### config.mk
export PLATFORM = sky130hd
export DESIGN_NAME = id_ex_stage
export DESIGN_NICKNAME = d
export VERILOG_FILES = /design/src/rtl/riscv_pkg.sv /design/src/rtl/alu_ctl_decode.sv /design/src/rtl/id_ex_stage.sv
export SDC_FILE = /design/constraint.sdc
export NUM_CORES = 1
export LEC_CHECK = 0
export BUFFER_PORTS_ARGS = -buffer_cell sky130_fd_sc_hd__buf_2
export CAP_MARGIN = 40
export CORE_AREA = 4 4 181 183
export CTS_CLUSTER_DIAMETER = 120
export CTS_CLUSTER_SIZE = 28
export DETAILED_ROUTE_END_ITERATION = 16
export DIE_AREA = 0 0 185 187
export PLACE_DENSITY = 0.5
export SYNTH_ARGS = -nofsm -noshare
export SYNTH_HDL_FRONTEND = slang
export SYNTH_SLANG_ARGS = --single-unit
export TNS_END_PERCENT = 10
### constraint.sdc
create_clock -name CLK -period 2.4 [get_ports CLK]
set_clock_uncertainty 0.05 [all_clocks]
set_input_delay 0.36 -clock CLK [delete_from_list [all_inputs] [get_ports CLK]]
set_output_delay 0.36 -clock CLK [all_outputs]
set_load 0.01 [all_outputs]
### src/rtl/riscv_pkg.sv
// Shared RISC-V datapath definitions: ALU control codes, main-decoder ALU classes
// and default datapath widths.
package riscv_pkg;

  localparam int XLEN_DEFAULT = 32;
  localparam int REGW_DEFAULT = 5;

  typedef enum logic [3:0] {
    ALU_AND = 4'd0,
    ALU_OR  = 4'd1,
    ALU_ADD = 4'd2,
    ALU_SUB = 4'd6,
    ALU_SLT = 4'd7,
    ALU_NOR = 4'd12,
    ALU_NOP = 4'd15
  } alu_ctl_e;

  typedef enum logic [1:0] {
    ALUOP_MEM    = 2'b00,
    ALUOP_BRANCH = 2'b01,
    ALUOP_RTYPE  = 2'b10,
    ALUOP_NOR    = 2'b11
  } alu_op_e;

  localparam logic [2:0] F3_ADD = 3'b000;
  localparam logic [2:0] F3_SLT = 3'b010;
  localparam logic [2:0] F3_OR  = 3'b110;
  localparam logic [2:0] F3_AND = 3'b111;

endpackage

### src/rtl/alu_ctl_decode.sv
// Second-level ALU decoder: maps the main-decoder ALU class plus funct bits onto
// the 4-bit ALU control code.
module alu_ctl_decode
  import riscv_pkg::*;
(
  input  logic [1:0] alu_op,
  input  logic [2:0] funct3,
  input  logic       funct7_5,
  input  logic       alu_src,
  output logic [3:0] alu_ctl
);

  always_comb begin
    // NOTE: default assignment first so no path through the case can infer a latch.
    alu_ctl = ALU_NOP;
    case (alu_op)
      ALUOP_MEM:    alu_ctl = ALU_ADD;
      ALUOP_BRANCH: alu_ctl = ALU_SUB;
      ALUOP_NOR:    alu_ctl = ALU_NOR;
      ALUOP_RTYPE: begin
        case (funct3)
          // bit 30 only means SUB for register-register forms; for ADDI it is immediate
          F3_ADD:  alu_ctl = (funct7_5 && !alu_src) ? ALU_SUB : ALU_ADD;
          F3_AND:  alu_ctl = ALU_AND;
          F3_OR:   alu_ctl = ALU_OR;
          F3_SLT:  alu_ctl = ALU_SLT;
          default: alu_ctl = ALU_NOP;
        endcase
      end
      default: alu_ctl = ALU_NOP;
    endcase
  end

endmodule

### src/rtl/id_ex_stage.sv
// ID/EX pipeline register feeding the registered ALU: operand forwarding, ALU
// control decode and load-use bubble insertion.
module id_ex_stage
  import riscv_pkg::*;
#(
  parameter int XLEN = XLEN_DEFAULT,
  parameter int REGW = REGW_DEFAULT
) (
  input  logic            CLK,
  input  logic            RST,
  input  logic            in_valid,
  input  logic            stall,
  input  logic            flush,
  input  logic [XLEN-1:0] rs1_data,
  input  logic [XLEN-1:0] rs2_data,
  input  logic [XLEN-1:0] imm,
  input  logic [REGW-1:0] rs1,
  input  logic [REGW-1:0] rs2,
  input  logic [REGW-1:0] rd,
  input  logic [1:0]      alu_op,
  input  logic [2:0]      funct3,
  input  logic            funct7_5,
  input  logic            alu_src,
  input  logic            reg_write,
  input  logic            mem_read,
  input  logic            mem_write,
  input  logic [REGW-1:0] exmem_rd,
  input  logic            exmem_reg_write,
  input  logic [XLEN-1:0] exmem_result,
  input  logic [REGW-1:0] memwb_rd,
  input  logic            memwb_reg_write,
  input  logic [XLEN-1:0] memwb_result,
  output logic [3:0]      ALUctl,
  output logic [XLEN-1:0] A,
  output logic [XLEN-1:0] B,
  output logic            ex_valid,
  output logic [REGW-1:0] ex_rd,
  output logic            ex_reg_write,
  output logic            ex_mem_read,
  output logic            ex_mem_write,
  output logic [XLEN-1:0] ex_store_data,
  output logic            load_use_stall
);

  typedef struct packed {
    logic            valid;
    logic [XLEN-1:0] rs1_data;
    logic [XLEN-1:0] rs2_data;
    logic [XLEN-1:0] imm;
    logic [REGW-1:0] rs1;
    logic [REGW-1:0] rs2;
    logic [REGW-1:0] rd;
    logic [1:0]      alu_op;
    logic [2:0]      funct3;
    logic            funct7_5;
    logic            alu_src;
    logic            reg_write;
    logic            mem_read;
    logic            mem_write;
  } stage_t;

  stage_t stage_q, stage_d;
  logic [3:0]      dec_ctl;
  logic [XLEN-1:0] rs1_fwd, rs2_fwd;

  // Newest producer wins; x0 is hard-wired zero and never forwarded.
  function automatic logic [XLEN-1:0] fwd_sel(
    input logic [REGW-1:0] rs,
    input logic [XLEN-1:0] rf_data,
    input logic [REGW-1:0] em_rd,
    input logic            em_we,
    input logic [XLEN-1:0] em_res,
    input logic [REGW-1:0] wb_rd,
    input logic            wb_we,
    input logic [XLEN-1:0] wb_res
  );
    if (em_we && (em_rd != '0) && (em_rd == rs))      return em_res;
    else if (wb_we && (wb_rd != '0) && (wb_rd == rs)) return wb_res;
    else                                              return rf_data;
  endfunction

  always_comb begin
    load_use_stall = 1'b0;
    if (!stall && !flush && in_valid && stage_q.valid && stage_q.mem_read &&
        (stage_q.rd != '0) &&
        ((stage_q.rd == rs1) || ((stage_q.rd == rs2) && (!alu_src || mem_write))))
      load_use_stall = 1'b1;
  end

  always_comb begin
    stage_d = stage_q;
    if (flush || (!stall && load_use_stall)) begin
      stage_d.valid     = 1'b0;
      stage_d.reg_write = 1'b0;
      stage_d.mem_read  = 1'b0;
      stage_d.mem_write = 1'b0;
      stage_d.rd        = '0;
    end else if (!stall) begin
      stage_d.valid     = in_valid;
      stage_d.rs1_data  = rs1_data;
      stage_d.rs2_data  = rs2_data;
      stage_d.imm       = imm;
      stage_d.rs1       = rs1;
      stage_d.rs2       = rs2;
      stage_d.rd        = rd;
      stage_d.alu_op    = alu_op;
      stage_d.funct3    = funct3;
      stage_d.funct7_5  = funct7_5;
      stage_d.alu_src   = alu_src;
      stage_d.reg_write = reg_write;
      stage_d.mem_read  = mem_read;
      stage_d.mem_write = mem_write;
    end
  end

  // NOTE: sequential state uses non-blocking assignments so every flop samples pre-edge values.
  always_ff @(posedge CLK) begin
    if (RST) stage_q <= '0;
    else     stage_q <= stage_d;
  end

  alu_ctl_decode u_alu_ctl_decode (
    .alu_op   (stage_q.alu_op),
    .funct3   (stage_q.funct3),
    .funct7_5 (stage_q.funct7_5),
    .alu_src  (stage_q.alu_src),
    .alu_ctl  (dec_ctl)
  );

  always_comb begin
    rs1_fwd = fwd_sel(stage_q.rs1, stage_q.rs1_data, exmem_rd, exmem_reg_write, exmem_result,
                      memwb_rd, memwb_reg_write, memwb_result);
    rs2_fwd = fwd_sel(stage_q.rs2, stage_q.rs2_data, exmem_rd, exmem_reg_write, exmem_result,
                      memwb_rd, memwb_reg_write, memwb_result);
  end

  assign A             = rs1_fwd;
  assign B             = stage_q.alu_src ? stage_q.imm : rs2_fwd;
  assign ex_store_data = rs2_fwd;
  assign ALUctl        = stage_q.valid ? dec_ctl : 4'(ALU_NOP);
  assign ex_valid      = stage_q.valid;
  assign ex_rd         = stage_q.rd;
  assign ex_reg_write  = stage_q.reg_write;
  assign ex_mem_read   = stage_q.mem_read;
  assign ex_mem_write  = stage_q.mem_write;

endmodule

# ---- Yosys cells after proc, flatten, opt, wreduce, memory -nomap -nowiden
# Index checks and enable logic that the tools add are counted.
# Widths: inputs -> output; s select.
dict set report word_totals {
  reg_bits 122
  input_bits 202
  output_inout_bits 110
  word_cells 67
}
dict set report op_classes {
  n_eq_ne 12
  n_mux 10
  bitwise_logic 2
  n_reduce_logical 29
}
# cell count
set op_table {}
lappend op_table {{$mux 32} 5}
lappend op_table {{$pmux 4 s4} 2}
lappend op_table {{$eq 5x5->1} 6}
lappend op_table {{$logic_and 1x1->1} 15}
lappend op_table {{$reduce_bool 5->1} 3}
lappend op_table {{$eq 3x3->1 const B} 2}
lappend op_table {{$eq 2x2->1 const B} 2}
lappend op_table {{$logic_not 1->1} 4}
lappend op_table {{$mux 4} 1}
lappend op_table {{$eq 3x2->1 const B} 1}
lappend op_table {{$logic_not 3->1} 1}
lappend op_table {{$logic_or 1x1->1} 3}
lappend op_table {{$mux 3} 1}
lappend op_table {{$eq 2x1->1 const B} 1}
lappend op_table {{$logic_not 2->1} 1}
lappend op_table {{$not 1->1} 2}
lappend op_table {{$reduce_and 2->1} 1}
lappend op_table {{$reduce_or 2->1} 1}
lappend op_table {{$mux 1} 1}

# ---- Logic depth before layout (Yosys ltp)
# Gate-level depths: netlist of the first run.
dict set report logic_depth {
  ltp_word 12
  depth_mapped 9
  depth_no_buf 5
}

# ---- By module
# Synthesis of the first run repeated with hierarchy kept, for this count alone.
dict set report hier_totals {
  hier_cells 1291
  area_unflattened_um2 9419.0
}
# module n_inst cells_per_inst area_per_inst_um2 seq_area_each_um2
set modules_own_cells {}
lappend modules_own_cells {id_ex_stage 1 1279 9341.5 2442.3}
lappend modules_own_cells {alu_ctl_decode 1 12 77.6 0.0}

# ---- Least setup slack after synthesis of the first run
# OpenSTA, ideal clock, no wires.
dict set report synth_path {
  path_type {in2out}
  start {in exmem_rd[1]}
  end {out B[23]}
  t_arrival_ns 1.966
  required_time_ns 1.990
  setup_slack_ns 0.024
  cell_stages 7
  path_buffers 2
  path_cell_list {or4_4 > o211ai_2 > buf_4 > clkbuf_4 > nor3_1 > a31oi_1 > mux2_2}
}
dict set report synth_between {
  elab_chain_cells 5
  elab_cells_between_ends 6
  classes_between {eq/ne (1); mux (2); reduce/logical (3)}
}
# item line_no
set synth_lines {}
lappend synth_lines {{start, declared} id_ex_stage.sv:27} ;# input logic [REGW-1:0] exmem_rd,
lappend synth_lines {{$reduce_bool 5->1} id_ex_stage.sv:77} ;# if (em_we && (em_rd != '0) && (em_rd == rs)) return em_res;
lappend synth_lines {{$logic_and 1x1->1} id_ex_stage.sv:77}
lappend synth_lines {{$logic_and 1x1->1 *} id_ex_stage.sv:77}
lappend synth_lines {{$mux 32 *} id_ex_stage.sv:77}
lappend synth_lines {{named net ex_store_data[23]} id_ex_stage.sv:41} ;# output logic [XLEN-1:0] ex_store_data,
lappend synth_lines {{$mux 32 *} id_ex_stage.sv:138} ;# assign B = stage_q.alu_src ? stage_q.imm : rs2_fwd;
lappend synth_lines {{end, declared} id_ex_stage.sv:35} ;# output logic [XLEN-1:0] B,
# Mark *: on every way through the listed nets, which the timed path passes. The rest lies on a longest branch.

# ---- Worst setup path in the final report of the first run
dict set report layout_path {
  start {reg stage_q[18] (netlist bit)}
  end {out B[18]}
}
dict set report layout_between {
  elab_chain_cells 5
  elab_cells_between_ends 7
  classes_between {eq/ne (2); mux (3); reduce/logical (2)}
}
# item line_no
set layout_lines {}
lappend layout_lines {{start, declared} id_ex_stage.sv:62} ;# stage_t stage_q, stage_d;
lappend layout_lines {{start signal, assigned} id_ex_stage.sv:119} ;# else stage_q <= stage_d;
lappend layout_lines {{$eq 5x5->1} id_ex_stage.sv:78} ;# else if (wb_we && (wb_rd != '0) && (wb_rd == rs)) return wb_res;
lappend layout_lines {{$logic_and 1x1->1} id_ex_stage.sv:78}
lappend layout_lines {{$mux 32} id_ex_stage.sv:78}
lappend layout_lines {{$mux 32 *} id_ex_stage.sv:77}
lappend layout_lines {{$mux 32 *} id_ex_stage.sv:138}
# Mark *: on every way between the ends. The rest lies on a longest branch, timed or not.

==> results of run 1 <==
report_power, final:
part           total [mW]  leakage (nW)  internal [mW]  switching [mW]
sequential           2.34          1.01           2.20           0.137
combinational        2.11          4.48           1.01            1.10
clock                3.01         0.317           1.88            1.13
total                7.45          5.81           5.09            2.37
worst max path at each step:
stage	from	endpoint	cells after the start
after detailed placement	memwb_rd[4]	B[25]	10
final	stage_q[18]	B[18]	9
after global routing	stage_q[18]	B[23]	9
after global placement	memwb_rd[4]	B[25]	10
after floorplan	exmem_rd[1]	B[23]	7
after CTS	stage_q[19]	B[10]	9
what timing repair did:
| item | CTS | global route |
|---|---|---|
| gates resized for setup | 141 | 40 |
| buffers inserted | 3 | 2 |
| pin swaps | 39 | 13 |
| setup endpoints to repair | 97 | 97 |
| cloned | 4 | 2 |
flip-flops by register name, indices dropped and copies added, names as in the netlist:
register / cells
ex_reg_write: 1
stage_q: 113
ex_mem_write: 1
ex_rd: 5
ex_mem_read: 1
ex_valid: 1
worst min-delay path, stage by stage:
cell	delay [ps]
buf_2	70
mux2i_1	50
nor2_1	70
area by class of cell:
class	count	area, µm²	share of cell area (%)
well taps	402	503.0	3.709
flip-flops and latches	122	2450	18.06
multi-input cells	1025	6845	50.48
repair buffers	424	3062	22.58
diodes	11	27.53	0.2030
clock inverters	13	215.2	1.587
clock buffers	18	439.2	3.238
inverters	4	20.02	0.1476
metal layers:
layer,track usage (%),vias up
met1,30.84,5310
met2,36.39,426
met5,0,-
met3,6.204,83
met4,10.30,20
li1,-,5364
stage by stage:
step                hold slack (ps)  cell area, µm²  setup WS [ps]  std cells
global placement              424.9           11760         -350.2       1969
finish                        99.09           13560         -523.5       2019
floorplan                     448.8            9215          23.65       1298
detailed placement            439.0           11760         -359.7       1969
CTS                           86.03           13250         -510.5       2006
global route                  108.6           13560         -612.2       2018
kinds of logic (layout without fill, tap and decap cells):
group,Yosys count,count (layout)
AOI/OAI and AO/OA,332,332
DFF,122,122
xor gates and xnor gates,30,30
other,0,11
and+or+nand+nor,594,594
muxes,69,69
buffers and inverters,151,459
placed cells by master (no fill, tap or decap), drive strengths merged, types with 16 or more instances in the layout:
master	n
a21oi	147
nor3	29
and3	115
mux2i	41
buf	422
mux2	28
dfxtp	122
o31ai	32
or4b	28
a31oi	28
xnor2	16
clkbuf	20
o311ai	113
nand2	232
nor2	169
==> results by group, run 1 <==
Outcome
  – Status: finished, violations left
  – Failing checks: setup timing

Logic synthesis
  – Post-Syn Area: 9215 µm²
  – Most frequent cell after synthesis: nand2_1
  – Post-Synth Adder-Cell Area: 0%
  – Number of synthesized flops with an enable pin: 0
  – Post-synth ARST share: 0%
  – Net Count, Synth: 1,500
  – Synth Instances: 1,298
  – Top cells by area, synth: dfxtp_1 (27%), o311ai_0 (11%), nand2_1 (9.5%)
  – Post-synthesis sequential area ratio: 26.50%
  – Simple-gate area share of the yosys netlist: 30.55%
  – Xor/xnor share of the synthesized area: 2.851%
  – Ys Warns: 0
  – Compound-Gate Fraction of Synth Area: 24.82%
  – Largest family of logic cells by synthesized area: simple AND/OR/NAND/NOR gates
  – Main synth FF type: dfxtp_1
  – Synthesis-stage register bit count: 122
  – Mean Syn Cell Area: 7.099 µm²
  – Yosys cell types: 44
  – Mux share of post-synthesis cell area: 7.875%
  – Cell accounting for the most synthesized area: dfxtp_1
  – Top cell type's share of synthesized area: 26.50%
  – Synth top cells by count: nand2_1 (232), nor2_1 (168), a21oi_1 (147)

STA
  – Slew margin rel.: 63.01%
  – Sum Neg Setup Slack: -36,920 ps
  – Final hold violations: 0
  – Worst-Margin Slew: 554.9 ps
  – Unrepaired setup endpoints after global routing: true
  – Final Max Slew Viols: 0
  – Fmax achieved: 0.3421 GHz
  – Tcrit/Tclk final: 121.8%
  – Post-route setup slack: -523.5 ps
  – # setup viols final: 97
  – Post-route minimum period: 2924 ps

Detailed routing
  – Final ANT Viol Nets: 0
  – DR vias/cell: 5.549
  – Met2 routed WL: 19.81 mm
  – Avg WL per Cell: 21.54 µm
  – 1st-iter DRT viols: 875
  – Final WL: 43.49 mm
  – Highest metal used: met5
  – M1 WL: 18.71 mm
  – Via count: 11,200
  – First-pass DRT Iterations: 5
  – DR WL met3: 3.282 mm
  – DRC: 0

Global route
  – Overall Global Routing Usage: 23.55%
  – First-pass GRT wire length: 63.22 mm
  – Total gr overflow: 0
  – Initial antenna violation count: 24
  – Largest net degree at the start of global routing: 109
  – Vias in the first global route: 10,480

Power and ir drop
  – Static Leak: 5.812 nW
  – VDD IR max: 0.4023 mV
  – Pwr Total: 7.452 mW
  – PD cells: 549.5 nW/µm²

Worst hold path
  – Hold wc startpoint: mem_read
  – Hold WC Path Type: input port to flop
  – Worst Hold End: ex_mem_read
  – Worst hold path stage count: 3

Clock tree
  – Clk_lat worst skew: 440 ps
  – CTS tree: built
  – CTS buffer count: 17
  – Hold Buf Count CTS: 0
  – H-tree levels: 4
  – CTS Sinks: 122
  – Clock Path Buffers: 2
  – Root buf cell: clkbuf_16
  – Clock-pin slew on the worst setup and hold paths: 70 ps

Die
  – CORE AREA: 31,230 µm²
  – Initial Utilization: 29.51%
  – Row count: 65
  – Die Ht: 187 µm
  – Die Wd: 185 µm
  – I/O pins: 312
  – Die area: 34,600 µm²

Setup path
  – CP Cell Sequence: xnor2_1 -> nand4_1 -> buf_6 -> buf_12 -> or4b_1 -> a31oi_1 -> buf_4 -> mux2_4 -> buf_6
  – Endpoint type of the worst setup path: primary output
  – Most common cell on crit path: buf_6
  – Worst Path Max Fanout: 26
  – CP Launch Type: flop
  – WP buf/inv: 4
  – Critical Path RT: 1990 ps
  – Worst reg2reg path startpoint: ex_rd[0]
  – Crit path max-delay family: simple AND/OR/NAND/NOR gates
  – Crit Path Class: flop to primary output
  – Cells on worst reg2reg path: 5
  – R2R Path End: stage_q[35]
  – R2R setup slack: 170 ps
  – Critical path's slowest cell: or4b_1
  – CP max stage delay: 480 ps
  – CP arrival: 2510 ps

Finish
  – Fillers: 3,203
  – Final core occ: 43.43%
  – Layout cell share with drive strength beyond 1: 37.48%
  – Layout net count: 1,796
  – Layout overhead on the synthesized area: 47.17%

Placement
  – RePlAce Congestion: 0.8576
  – Final HPWL DP: 31.75 mm
  – IO Port Bufs: 311

Run
  – Max-cap violations: 0
Power figures use the tool's default switching activity.
==> run 2, diff against run 1 <==
--- a/config.mk
+++ b/config.mk
@@ -12,6 +12,7 @@
 export CTS_CLUSTER_SIZE = 28
 export DETAILED_ROUTE_END_ITERATION = 16
 export DIE_AREA = 0 0 185 187
+export HOLD_SLACK_MARGIN = 0.12
 export PLACE_DENSITY = 0.5
 export SYNTH_ARGS = -nofsm -noshare
 export SYNTH_HDL_FRONTEND = slang
==> results by group, run 2 (synthesized netlist as in run 1, its figures left out) <==
Outcome
  – Status: finished, violations left (unchanged)
  – Failing checks: setup timing (unchanged)

Die
  – Die Ht: 187 µm (unchanged)
  – Die area: 34,600 µm² (unchanged)
  – I/O pins: 312 (unchanged)
  – CORE AREA: 31,230 µm² (unchanged)
  – Row count: 65 (unchanged)
  – Die Wd: 185 µm (unchanged)
  – Initial Utilization: 29.51% (unchanged)

Detailed routing
  – Final ANT Viol Nets: 0 (unchanged)
  – First-pass DRT Iterations: 5 (unchanged)
  – DR vias/cell: 5.529 (was 5.549)
  – Via count: 11,220 (was 11,200)
  – Avg WL per Cell: 21.50 µm (was 21.54 µm)
  – 1st-iter DRT viols: 919 (was 875)
  – DRC: 0 (unchanged)
  – Final WL: 43.63 mm (was 43.49 mm)

Finish
  – Most common cell after layout, fill and taps aside: buf_2 (unchanged)
  – Layout overhead on the synthesized area: 48.17% (was 47.17%)
  – Top reg by flops: stage_q (unchanged)
  – Max reg flops: 113 (unchanged)
  – Layout Cells excl Fill: 2,029 (was 2,019)
  – Layout net count: 1,805 (was 1,796)
  – Most frequent cells in the layout: buf_2 (283), nand2_1 (231), nor2_1 (164) (unchanged)
  – Final core occ: 43.72% (was 43.43%)
  – Fillers: 3,190 (was 3,203)
  – Layout cell share with drive strength beyond 1: 37.28% (was 37.48%)

Global route
  – Overall Global Routing Usage: 23.60% (was 23.55%)
  – First-pass GRT wire length: 63.40 mm (was 63.22 mm)
  – Largest net degree at the start of global routing: 109 (unchanged)
  – Vias in the first global route: 10,530 (was 10,480)
  – Total gr overflow: 0 (unchanged)
  – Initial antenna violation count: 24 (unchanged)

Setup path
  – CP Cell Sequence: xnor2_1 -> nand4_1 -> buf_6 -> buf_12 -> or4b_1 -> a31oi_1 -> buf_4 -> mux2_4 -> buf_6 (unchanged)
  – Endpoint type of the worst setup path: primary output (unchanged)
  – Worst Path Max Fanout: 26 (unchanged)
  – CP arrival: 2520 ps (was 2510 ps)
  – Crit Path Class: flop to primary output (unchanged)
  – CP max stage delay: 480 ps (about the same)
  – CP Launch Type: flop (unchanged)
  – Critical Path RT: 1990 ps (about the same)
  – Critical path's slowest cell: or4b_1 (unchanged)
  – Most common cell on crit path: buf_6 (unchanged)
  – WP buf/inv: 4 (unchanged)
  – Crit path max-delay family: simple AND/OR/NAND/NOR gates (unchanged)

STA
  – Unrepaired setup endpoints after global routing: true (unchanged)
  – Tcrit/Tclk final: 122.2% (was 121.8%)
  – Final Max Slew Viols: 0 (unchanged)
  – Worst-Margin Slew: 567.2 ps (was 554.9 ps)
  – # setup viols final: 97 (unchanged)
  – Slew margin rel.: 62.19% (was 63.01%)
  – Post-route minimum period: 2934 ps (was 2924 ps)
  – Fmax achieved: 0.3408 GHz (was 0.3421 GHz)
  – Sum Neg Setup Slack: -37,220 ps (was -36,920 ps)
  – Final hold violations: 0 (unchanged)
  – Post-route setup slack: -534.0 ps (was -523.5 ps)
  – Hold slack: 255.3 ps (was 99.09 ps)

Power and ir drop
  – Static Leak: 5.850 nW (was 5.812 nW)
  – PD cells: 546.6 nW/µm² (was 549.5 nW/µm²)
  – VDD IR max: 0.4006 mV (was 0.4023 mV)

Run
  – Max-cap violations: 0 (unchanged)

Clock tree
  – CTS Sinks: 122 (unchanged)
  – CTS buffer count: 17 (unchanged)
  – Clock-pin slew on the worst setup and hold paths: 60 ps (was 70 ps)
  – Root buf cell: clkbuf_16 (unchanged)
  – Clk_lat worst skew: 440 ps (about the same)
  – CTS tree: built (unchanged)
  – H-tree levels: 4 (unchanged)
  – Clock Path Buffers: 2 (unchanged)

Placement
  – DP Cell Count: 1,969 (unchanged)
  – IO Port Bufs: 311 (unchanged)
  – Worst slack at placement: -359.7 ps (unchanged)
  – RePlAce Congestion: 0.8576 (unchanged)
  – Final HPWL DP: 31.75 mm (unchanged)

Worst hold path
  – Hold WC Path Type: input port to flop (unchanged)
==> run 2: cell types whose count changed in the layout (fill, tap and decap cells not counted) <==
cell	change
dlygate4sd3_1	+9
diode_2	+1
==> run 2: worst register-to-register path, cell delays in order, from the launching register on <==
cell	delay (ps)
dfxtp_1	380
or4_1	580
o211ai_1	280
buf_12	240
buf_12	320
a21oi_1	160
o311ai_0	110
==> run 2: final timing paths <==
check | start | to | slack, ps | depth (start not counted)
setup / recovery | stage_q[18] | B[18] | -530 | 9
hold / removal | rs1_data[1] | stage_q[90] | 260 | 4
setup reg to reg | ex_rd[0] | stage_q[35] | 170 | 6
hold reg to reg | ex_mem_write | ex_mem_write | 460 | 2
==> run 2: repair_timing <==
item / CTS / global route
buffers inserted: 3 / 2
hold buffers: 9 / 0
gates resized for setup: 141 / 40
hold endpoints to repair: 9 / 0
setup endpoints to repair: 97 / 97
gates cloned: 4 / 2
pin swaps: 39 / 13
==> run 2: per-stage QoR <==
step	power, mW	area [µm²]
2_1_floorplan	3.258	9215
3_3_place_gp	4.152	11760
3_5_place_dp	4.165	11760
4_1_cts	7.426	13340
5_1_grt	7.752	13650
6_report	7.463	13650
==> run 2: area by class of cell <==
type / instances / area [µm²] / share of cell area [%]
Antenna cell: 12 / 30.03 / 0.2199
Clock buffer: 18 / 439.2 / 3.216
Clock inverter: 13 / 215.2 / 1.576
Inverter: 4 / 20.02 / 0.1466
Multi-Input combinational cell: 1025 / 6845 / 50.13
Sequential cell: 122 / 2450 / 17.94
Tap cell: 402 / 503.0 / 3.684
Timing Repair Buffer: 433 / 3152 / 23.08
==> run 2: power by group <==
group / switching [mW] / internal (mW)
Sequential: 0.138 / 2.20
Clock: 1.12 / 1.88
Combinational: 1.10 / 1.02
==> run 2: per-layer routing <==
| layer | routed length (µm) | vias to the layer above | share of wire (%) | track usage (%) |
|---|---|---|---|---|
| met5 | 134 | - | 0.31 | 0 |
| met4 | 1545 | 20 | 3.5 | 10.30 |
| met3 | 3227 | 77 | 7.4 | 6.204 |
| met2 | 19910 | 413 | 46 | 36.55 |
| met1 | 18810 | 5325 | 43 | 30.87 |
| li1 | - | 5383 | - | - |
==> run 3, diff against run 2 <==
--- a/config.mk
+++ b/config.mk
@@ -7,11 +7,11 @@
 export LEC_CHECK = 0
 export BUFFER_PORTS_ARGS = -buffer_cell sky130_fd_sc_hd__buf_2
 export CAP_MARGIN = 40
-export CORE_AREA = 4 4 181 183
+export CORE_AREA = 4 4 165 199
 export CTS_CLUSTER_DIAMETER = 120
 export CTS_CLUSTER_SIZE = 28
 export DETAILED_ROUTE_END_ITERATION = 16
-export DIE_AREA = 0 0 185 187
+export DIE_AREA = 0 0 169 203
 export HOLD_SLACK_MARGIN = 0.12
 export PLACE_DENSITY = 0.5
 export SYNTH_ARGS = -nofsm -noshare
==> results by group, run 3 (synthesized netlist as in run 1, its figures left out) <==
Worst hold path
  – Worst hold path stage count: 3 (was 4)
  – Hold wc startpoint: rd[0] (was rs1_data[1])
  – Hold WC Path Type: input port to flop (unchanged)
  – Worst Hold End: ex_rd[0] (was stage_q[90])

Placement
  – Worst slack at placement: -396.2 ps (was -359.7 ps)
  – Final HPWL DP: 31.10 mm (was 31.75 mm)
  – IO Port Bufs: 311 (unchanged)
  – RePlAce Congestion: 0.8696 (was 0.8576)
  – Cell Area, Placed: 11,650 µm² (was 11,760 µm²)

Setup path
  – CP arrival: 2470 ps (was 2520 ps)
  – Crit Path Class: flop to primary output (unchanged)
  – Worst reg2reg path startpoint: ex_rd[1] (was ex_rd[0])
  – R2R setup slack: 100 ps (was 170 ps)
  – Cells on worst reg2reg path: 6 (unchanged)
  – CP max stage delay: 370 ps (was 480 ps)
  – Critical path's slowest cell: dfxtp_4 (was or4b_1)
  – CP Cell Sequence: xnor2_4 -> nand2_4 -> buf_12 -> buf_16 -> buf_4 -> o31ai_2 -> a31oi_2 -> mux2_2 -> buf_2 (was xnor2_1 -> nand4_1 -> buf_6 -> buf_12 -> or4b_1 -> a31oi_1 -> buf_4 -> mux2_4 -> buf_6)
  – CP Launch Type: flop (unchanged)
  – Crit path max-delay family: buffers and inverters (was simple AND/OR/NAND/NOR gates)
  – Worst Path Max Fanout: 19 (was 26)
  – WP buf/inv: 4 (unchanged)
  – R2R Path End: ex_reg_write (was stage_q[35])
  – Critical Path RT: 1990 ps (about the same)
  – Endpoint type of the worst setup path: primary output (unchanged)

Die
  – Die Ht: 203 µm (was 187 µm)
  – I/O pins: 312 (unchanged)
  – CORE AREA: 31,000 µm² (was 31,230 µm²)
  – Row count: 71 (was 65)
  – Die area: 34,310 µm² (was 34,600 µm²)
  – Initial Utilization: 29.72% (was 29.51%)
  – Die Wd: 169 µm (was 185 µm)

Detailed routing
  – First-pass DRT Iterations: 6 (was 5)
  – Via count: 11,250 (was 11,220)
  – 1st-iter DRT viols: 850 (was 919)
  – Final WL: 43.36 mm (was 43.63 mm)
  – DR vias/cell: 5.541 (was 5.529)
  – Avg WL per Cell: 21.35 µm (was 21.50 µm)
  – DRC: 0 (unchanged)
  – Final ANT Viol Nets: 0 (unchanged)

STA
  – Worst-Margin Slew: 512.7 ps (was 567.2 ps)
  – Final Max Slew Viols: 0 (unchanged)
  – Fmax achieved: 0.3474 GHz (was 0.3408 GHz)
  – Slew margin rel.: 65.82% (was 62.19%)
  – Unrepaired setup endpoints after global routing: true (unchanged)
  – Final hold violations: 0 (unchanged)
  – Post-route minimum period: 2878 ps (was 2934 ps)
  – # setup viols final: 97 (unchanged)
  – Tcrit/Tclk final: 119.9% (was 122.2%)
  – Post-route setup slack: -478.2 ps (was -534.0 ps)
  – Sum Neg Setup Slack: -29,220 ps (was -37,220 ps)

Clock tree
  – Clock Path Buffers: 2 (unchanged)
  – CTS buffer count: 17 (unchanged)
  – CTS tree: built (unchanged)
  – Clock-pin slew on the worst setup and hold paths: 60 ps (about the same)
  – Root buf cell: clkbuf_16 (unchanged)
  – Clk_lat worst skew: 430 ps (was 440 ps)
  – CTS Sinks: 122 (unchanged)
  – H-tree levels: 4 (unchanged)

Finish
  – Most common cell after layout, fill and taps aside: buf_2 (unchanged)
  – Finished Cell Area: 13,920 µm² (was 13,650 µm²)
  – Layout net count: 1,809 (was 1,805)
  – Layout cell share with drive strength beyond 1: 40.14% (was 37.28%)
  – Layout overhead on the synthesized area: 51.03% (was 48.17%)
  – Top reg by flops: stage_q (unchanged)
  – Most frequent cells in the layout: buf_2 (291), nand2_1 (231), nor2_1 (149) (was buf_2 (283), nand2_1 (231), nor2_1 (164))
  – Max reg flops: 113 (unchanged)

Global route
  – Overall Global Routing Usage: 23.79% (was 23.60%)
  – Vias in the first global route: 10,440 (was 10,530)
  – Largest net degree at the start of global routing: 118 (was 109)
  – Initial antenna violation count: 23 (was 24)
  – Total gr overflow: 0 (unchanged)
  – First-pass GRT wire length: 63.45 mm (was 63.40 mm)

Power and ir drop
  – Pwr Total: 7.171 mW (was 7.463 mW)
  – VDD IR max: 0.3728 mV (was 0.4006 mV)
  – PD cells: 515.2 nW/µm² (was 546.6 nW/µm²)
  – Static Leak: 5.910 nW (was 5.850 nW)

Run
  – Max-cap violations: 0 (unchanged)

Outcome
  – Status: finished, violations left (unchanged)
  – Failing checks: setup timing (unchanged)
-- run 3: worst max-delay path by stage --
| stage | end | cells past startpoint | startpoint | slack, ps |
|---|---|---|---|---|
| floorplan | B[23] | 7 | exmem_rd[1] | 20 |
| global placement | B[16] | 10 | memwb_rd[1] | -380 |
| detailed placement | B[16] | 10 | memwb_rd[1] | -400 |
| CTS | B[26] | 8 | stage_q[18] | -450 |
| global route | B[7] | 9 | stage_q[19] | -550 |
| finish | B[17] | 9 | stage_q[17] | -480 |
-- run 3: timing repair --
item,in CTS,in global routing
setup endpoints to repair,97,97
pin swaps,60,16
gates cloned,6,2
buffers inserted,9,12
resized for setup,166,81
hold endpoints to repair,7,0
hold buffers,7,0
-- run 3: final cells by class --
type | count | area (µm²)
clock buffer | 23 | 498.0
timing repair buffer | 437 | 3238
multi-input combinational | 1025 | 7071
antenna | 13 | 32.53
clock inverter | 6 | 88.84
inverter | 4 | 20.02
sequential | 122 | 2467
tap | 401 | 501.7
fill | 3082 | 17090
-- run 3: through the flow --
stage               std cells  hold slack, ps  util, %
floorplan                1298           448.8        -
global placement         1955           426.4    37.58
detailed placement       1955           438.8    37.58
CTS                      2006           122.6    43.17
global route             2030           141.1    44.88
finish                   2031           139.8    44.89
-- run 3: per-layer routing --
metal  GRT usage, %  routed length, µm  vias up
met5              0                 54        -
met4          10.90               1457        8
met3          5.258               2924       76
met2          39.03              21290      473
met1          29.74              17630     5309
li1               -                  -     5388
-- run 3: where the power goes --
group          switching (mW)  internal (mW)
combinational            1.13           1.05
clock                   0.997           1.65
sequential              0.143           2.20
total                    2.27           4.90
-- run 3: worst min-delay path, cell delays in order --
cell and delay, ps:
buf_2 80, mux2i_1 60, nor2_1 80
